**src/rtl/shift_seq.sv**
```systemverilog
// Command sequencer that drives an external enable-less N-bit shift register
// through a load / shift-N / done cycle, with abort and async reset.
module shift_seq #(
   parameter int unsigned N    = 4,
   parameter int unsigned CNTW = 3
) (
   input  logic            clock,
   input  logic            resetn,
   input  logic            start,
   input  logic            load_first,
   input  logic [N-1:0]    data_in,
   input  logic            dir_in,
   input  logic            rotate_in,
   input  logic            fill_in,
   input  logic [CNTW-1:0] count,
   input  logic            abort,
   input  logic [N-1:0]    q,
   output logic            L,
   output logic [N-1:0]    R,
   output logic            dir,
   output logic            w0,
   output logic            w1,
   output logic            busy,
   output logic            done,
   output logic [CNTW-1:0] shifts_left
);

   typedef enum logic [1:0] {
      IDLE  = 2'd0,
      LOAD  = 2'd1,
      SHIFT = 2'd2,
      DONE  = 2'd3
   } state_t;

   state_t            state;
   state_t            state_nxt;
   logic [N-1:0]      data_r;
   logic              dir_r;
   logic              rot_r;
   logic              fill_r;
   logic [CNTW-1:0]   cnt_r;

   // State register
   always_ff @(posedge clock or negedge resetn) begin
      if (!resetn) state <= IDLE;
      else         state <= state_nxt;
   end

   // Captured command fields and the remaining-shift counter
   always_ff @(posedge clock or negedge resetn) begin
      if (!resetn) begin
         data_r <= '0;
         dir_r  <= 1'b0;
         rot_r  <= 1'b0;
         fill_r <= 1'b0;
         cnt_r  <= '0;
      end else if (state == IDLE && start) begin
         data_r <= data_in;
         dir_r  <= dir_in;
         rot_r  <= rotate_in;
         fill_r <= fill_in;
         cnt_r  <= count;
      end else if ((state == LOAD || state == SHIFT) && abort) begin
         cnt_r  <= '0;
      end else if (state == SHIFT) begin
         cnt_r  <= cnt_r - CNTW'(1);
      end
   end

   // Next-state logic; abort takes priority over the final shift edge
   always_comb begin
      state_nxt = state;
      unique case (state)
         IDLE: begin
            if (start) begin
               if (load_first)       state_nxt = LOAD;
               else if (count != '0) state_nxt = SHIFT;
               else                  state_nxt = DONE;
            end
         end
         LOAD: begin
            if (abort)              state_nxt = IDLE;
            else if (cnt_r != '0)   state_nxt = SHIFT;
            else                    state_nxt = DONE;
         end
         SHIFT: begin
            if (abort)                   state_nxt = IDLE;
            else if (cnt_r <= CNTW'(1))  state_nxt = DONE;
            else                         state_nxt = SHIFT;
         end
         DONE:    state_nxt = IDLE;
         default: state_nxt = IDLE;
      endcase
   end

   // Moore output decode; non-SHIFT states keep the register loading itself
   always_comb begin
      L           = 1'b1;
      R           = q;
      dir         = 1'b0;
      w0          = 1'b0;
      w1          = 1'b0;
      busy        = (state != IDLE);
      done        = (state == DONE);
      shifts_left = (state == IDLE) ? '0 : cnt_r;
      unique case (state)
         LOAD: R = data_r;
         SHIFT: begin
            L   = 1'b0;
            dir = dir_r;
            w0  = rot_r ? q[0]   : fill_r;
            w1  = rot_r ? q[N-1] : fill_r;
         end
         default: ;
      endcase
   end

endmodule

```
**config.mk**
```make
export PLATFORM = sky130hd
export DESIGN_NAME = shift_seq
export DESIGN_NICKNAME = d
export VERILOG_FILES = /design/src/rtl/shift_seq.sv
export SDC_FILE = /design/constraint.sdc
export NUM_CORES = 1
export LEC_CHECK = 0
export BUFFER_PORTS_ARGS = -buffer_cell sky130_fd_sc_hd__buf_2
export CAP_MARGIN = 20
export CORE_UTILIZATION = 46
export DETAILED_ROUTE_END_ITERATION = 8
export PLACE_DENSITY = 0.74
export SLEW_MARGIN = 0
export SYNTH_ARGS = -nofsm -noshare
export SYNTH_HDL_FRONTEND = slang
export SYNTH_SLANG_ARGS = --single-unit
```
**constraint.sdc**
```tcl
create_clock -name clock -period 2.1 [get_ports clock]
set_clock_uncertainty 0.1 [all_clocks]
set_input_delay 0.105 -clock clock [delete_from_list [all_inputs] [get_ports clock]]
set_output_delay 0.105 -clock clock [all_outputs]
set_load 0.01 [all_outputs]
```
==> impl_metrics.csv <==
group,metric,value,unit
global_route,antenna_found_initial,0,
outcome,outcome,"finished with violations",
cts,cts_buffers,3,
route,wl_per_cell,13.0,µm
die,initial_core_util,0.506,
cts,post_cts.resized_instances,0,
route,dr_total_vias,710,
placed_design,gp_routability_congestion,0.750,
cells_and_area,share_of_post_route_cells_with_drive_strength_above_1,0.422,
cts,cts_tree,"done",
timing,fin_crit_sh,0.886,
timing,worst_slew_margin_rel,0.686,
hold_path,min_path_type,"primary input to flip-flop",
cts,worst_setup_hold_path_clk_slew,0.08,ns
route,starting_drc_count_in_detailed_routing,23,
cells_and_area,area_growth_syn_to_layout,34.9,%
synthesis,postSynthNetCount,102,
cells_and_area,layout.cell_area.non_filler,1060,µm²
run,max-cap-violations,0,
worst_setup_path,critical_path_arrival,1.66,ns
route,detailedRoute.firstPassIterationCount,6,
die,die_height,43.4,µm
worst_setup_path,cp_num_buf_inv,3,
die,area_of_the_die,1890,µm²
timing,final_max_slew_viol_count,0,
die,i_o_pin_count,32,
worst_setup_path,worstPathMaxFanout,8,
placed_design,dp_hpwl,1210,µm
synthesis,synthDistinctLibCells,25,
die,floorplan.die.width,43.4,µm
die,core_area,1560,µm²
cts,cts_sinks,12,
worst_setup_path,crit_path_cell_trace,"inv_1, ha_1, inv_1, a21oi_1, buf_2",
pwr,power_per_cell_area,1360,nW/µm²
timing,timing_worst_slew_pin_value,0.471,ns
cells_and_area,nNetsFinal,144,
cts,clkLatencyLatePin,0.28,ns
die,fp-row-count,14,
global_route,grt_first_pass_wirelength,2770,µm
placed_design,detailed_place.area,948,µm²
pwr,worst_supply_voltage_drop_on_vdd,0.000825,V
synthesis,synth-seq-area-share,0.380,
global_route,maximum_number_of_pins_on_one_net_before_global_route_repair,13,
timing,final_hold_viol_count,0,
cells_and_area,filler_cell_count,129,
worst_setup_path,cpMostUsedCell,"sky130_fd_sc_hd__inv_1",
worst_setup_path,cp_slowest_stage_delay,0.40,ns
synthesis,synth.cell_area,790,µm²
route,routed_wl,1710,µm
placed_design,io_buffers,31,
worst_setup_path,worst_setup_path_start_kind,"flip-flop",
cts,cts_htree_levels,1,
timing,fin_crit,1.86,ns
timing,setup-violations-final,0,
global_route,first_global_vias,676,
synthesis,synthCells,75,
global_route,gr-total-overflow,0,
timing,tns,0,ns
outcome,violations,"DRC",
route,avgViaCountPerCell,5.38,
timing,finalHoldWorstSlack,0.0194,ns
worst_setup_path,cp_data_required_time,1.89,ns
worst_setup_path,worstSetupPathType,"flip-flop to output port",
pwr,power.leakage,0.534,nW
worst_setup_path,worst_path_dominant_cell_family,"buffers and inverters",
route,detail_route.drc_violations,4,
worst_setup_path,worst_setup_path_end_kind,"output port",
cts,cts-root-buf,"sky130_fd_sc_hd__clkbuf_4",
cts,clockBufferDepth,2,
timing,rsz0062_at_grt,"no",
cts,postCtsSetupBuffers,0,
timing,max_freq,538,MHz
worst_setup_path,worst_path_max_delay_cell,"sky130_fd_sc_hd__dfrtp_1",
route,drt.antenna.violating_nets,0,
synthesis,ff_latch_count_synth,12,
synthesis,syn-mean-instance-area,10.5,µm²
cells_and_area,diodes,0,
cts,cts-hold-fix-buffers,8,
synthesis,synthesis.yosys.warnings,0,
global_route,track_usage,0.205,
[cell usage after synthesis, drive strengths merged]
master,n,area share
o22ai,1,0.0079
o21bai,1,0.0095
dfrtp,12,0.38
and4bb,1,0.016
a31o,1,0.011
a31oi,3,0.024
o21ai,2,0.013
inv,6,0.029
a32oi,3,0.033
a221o,1,0.013
a21oi,3,0.019
nand2b,3,0.024
buf,2,0.021
and2,1,0.0079
a22oi,1,0.016
ha,8,0.13
a311oi,1,0.011
nand2,5,0.033
mux2,11,0.16
nor2b,1,0.0079
nor3,1,0.0063
nor2,6,0.029
nand3,1,0.0063
[cells in the final DEF (no fill, tap or decap), drive strengths merged]
cell type / instances
a31oi: 3
o21ai: 2
and4bb: 1
ha: 8
mux2: 11
nand2: 5
nand3: 1
o21bai: 1
clkbuf: 4
a22oi: 1
a221o: 1
buf: 31
o22ai: 1
nand2b: 3
inv: 6
a311oi: 1
dlygate4sd3: 8
a21oi: 3
and2: 1
nor3: 1
nor2: 6
a31o: 1
dfrtp: 12
nor2b: 1
a32oi: 3
[where the power goes]
part / internal, mW / switching (mW) / leakage, nW
clock: 0.105 / 0.0809 / 0.0210
sequential: 0.351 / 0.0752 / 0.144
combinational: 0.393 / 0.445 / 0.369
total: 0.849 / 0.601 / 0.534
[final timing paths]
path                             from         to  slack [ns]  depth (start not counted)
setup / recovery             state[0]         w1        0.24                          5
hold / removal             load_first   state[1]        0.02                          3
setup reg to reg             state[0]  data_r[0]        0.42                          4
hold reg to reg                 dir_r      dir_r        0.40                          1
max in group asynchronous      resetn  data_r[3]        1.55                          2
min in group asynchronous      resetn   cnt_r[0]        0.13                          2
[registers in the layout, indices dropped and copies added, names as in the netlist]
| name | cells |
|---|---|
| data_r | 4 |
| state | 2 |
| dir_r | 1 |
| fill_r | 1 |
| cnt_r | 3 |
| rot_r | 1 |
[final cells by class]
| cell class | instances | area (µm²) | area share |
|---|---|---|---|
| multi-input combinational | 55 | 450 | 0.423 |
| inverter | 6 | 22.5 | 0.0212 |
| clock buffer | 4 | 36.3 | 0.0341 |
| timing repair buffer | 39 | 235 | 0.221 |
| sequential | 12 | 300 | 0.282 |
| tap | 16 | 20.0 | 0.0188 |
[metrics by stage]
step,util,setup WS [ns],cells,total power [mW]
2_1_floorplan,-,0.610,75,1.04
3_3_place_gp,0.608,0.488,120,1.23
3_5_place_dp,0.608,0.453,120,1.25
4_1_cts,0.683,0.240,132,1.45
5_1_grt,0.683,0.112,132,1.58
6_report,0.683,0.240,132,1.45
[kinds of logic after synthesis]
group,after synthesis,share of synthesized area
adder cells (fa/ha/maj),8,0.127
flip-flops,12,0.380
AO/OA/AOI/OAI,17,0.157
multiplexers,11,0.157
buffers and inverters,8,0.0491
AND/OR/NAND/NOR,19,0.130
[tightest hold or removal path: cells and delay by family]
kind | cells | cell delay (ns)
AO/OA/AOI/OAI | 1 | 0.08
buffers and inverters | 1 | 0.07
AND/OR/NAND/NOR | 1 | 0.11
[routing by layer]
metal,GRT usage,share of wire
met5,0,0
met4,0.144,0.023
met3,0.0292,0.059
met2,0.342,0.49
met1,0.241,0.43
No activity file was read; power rests on OpenSTA's default activity.
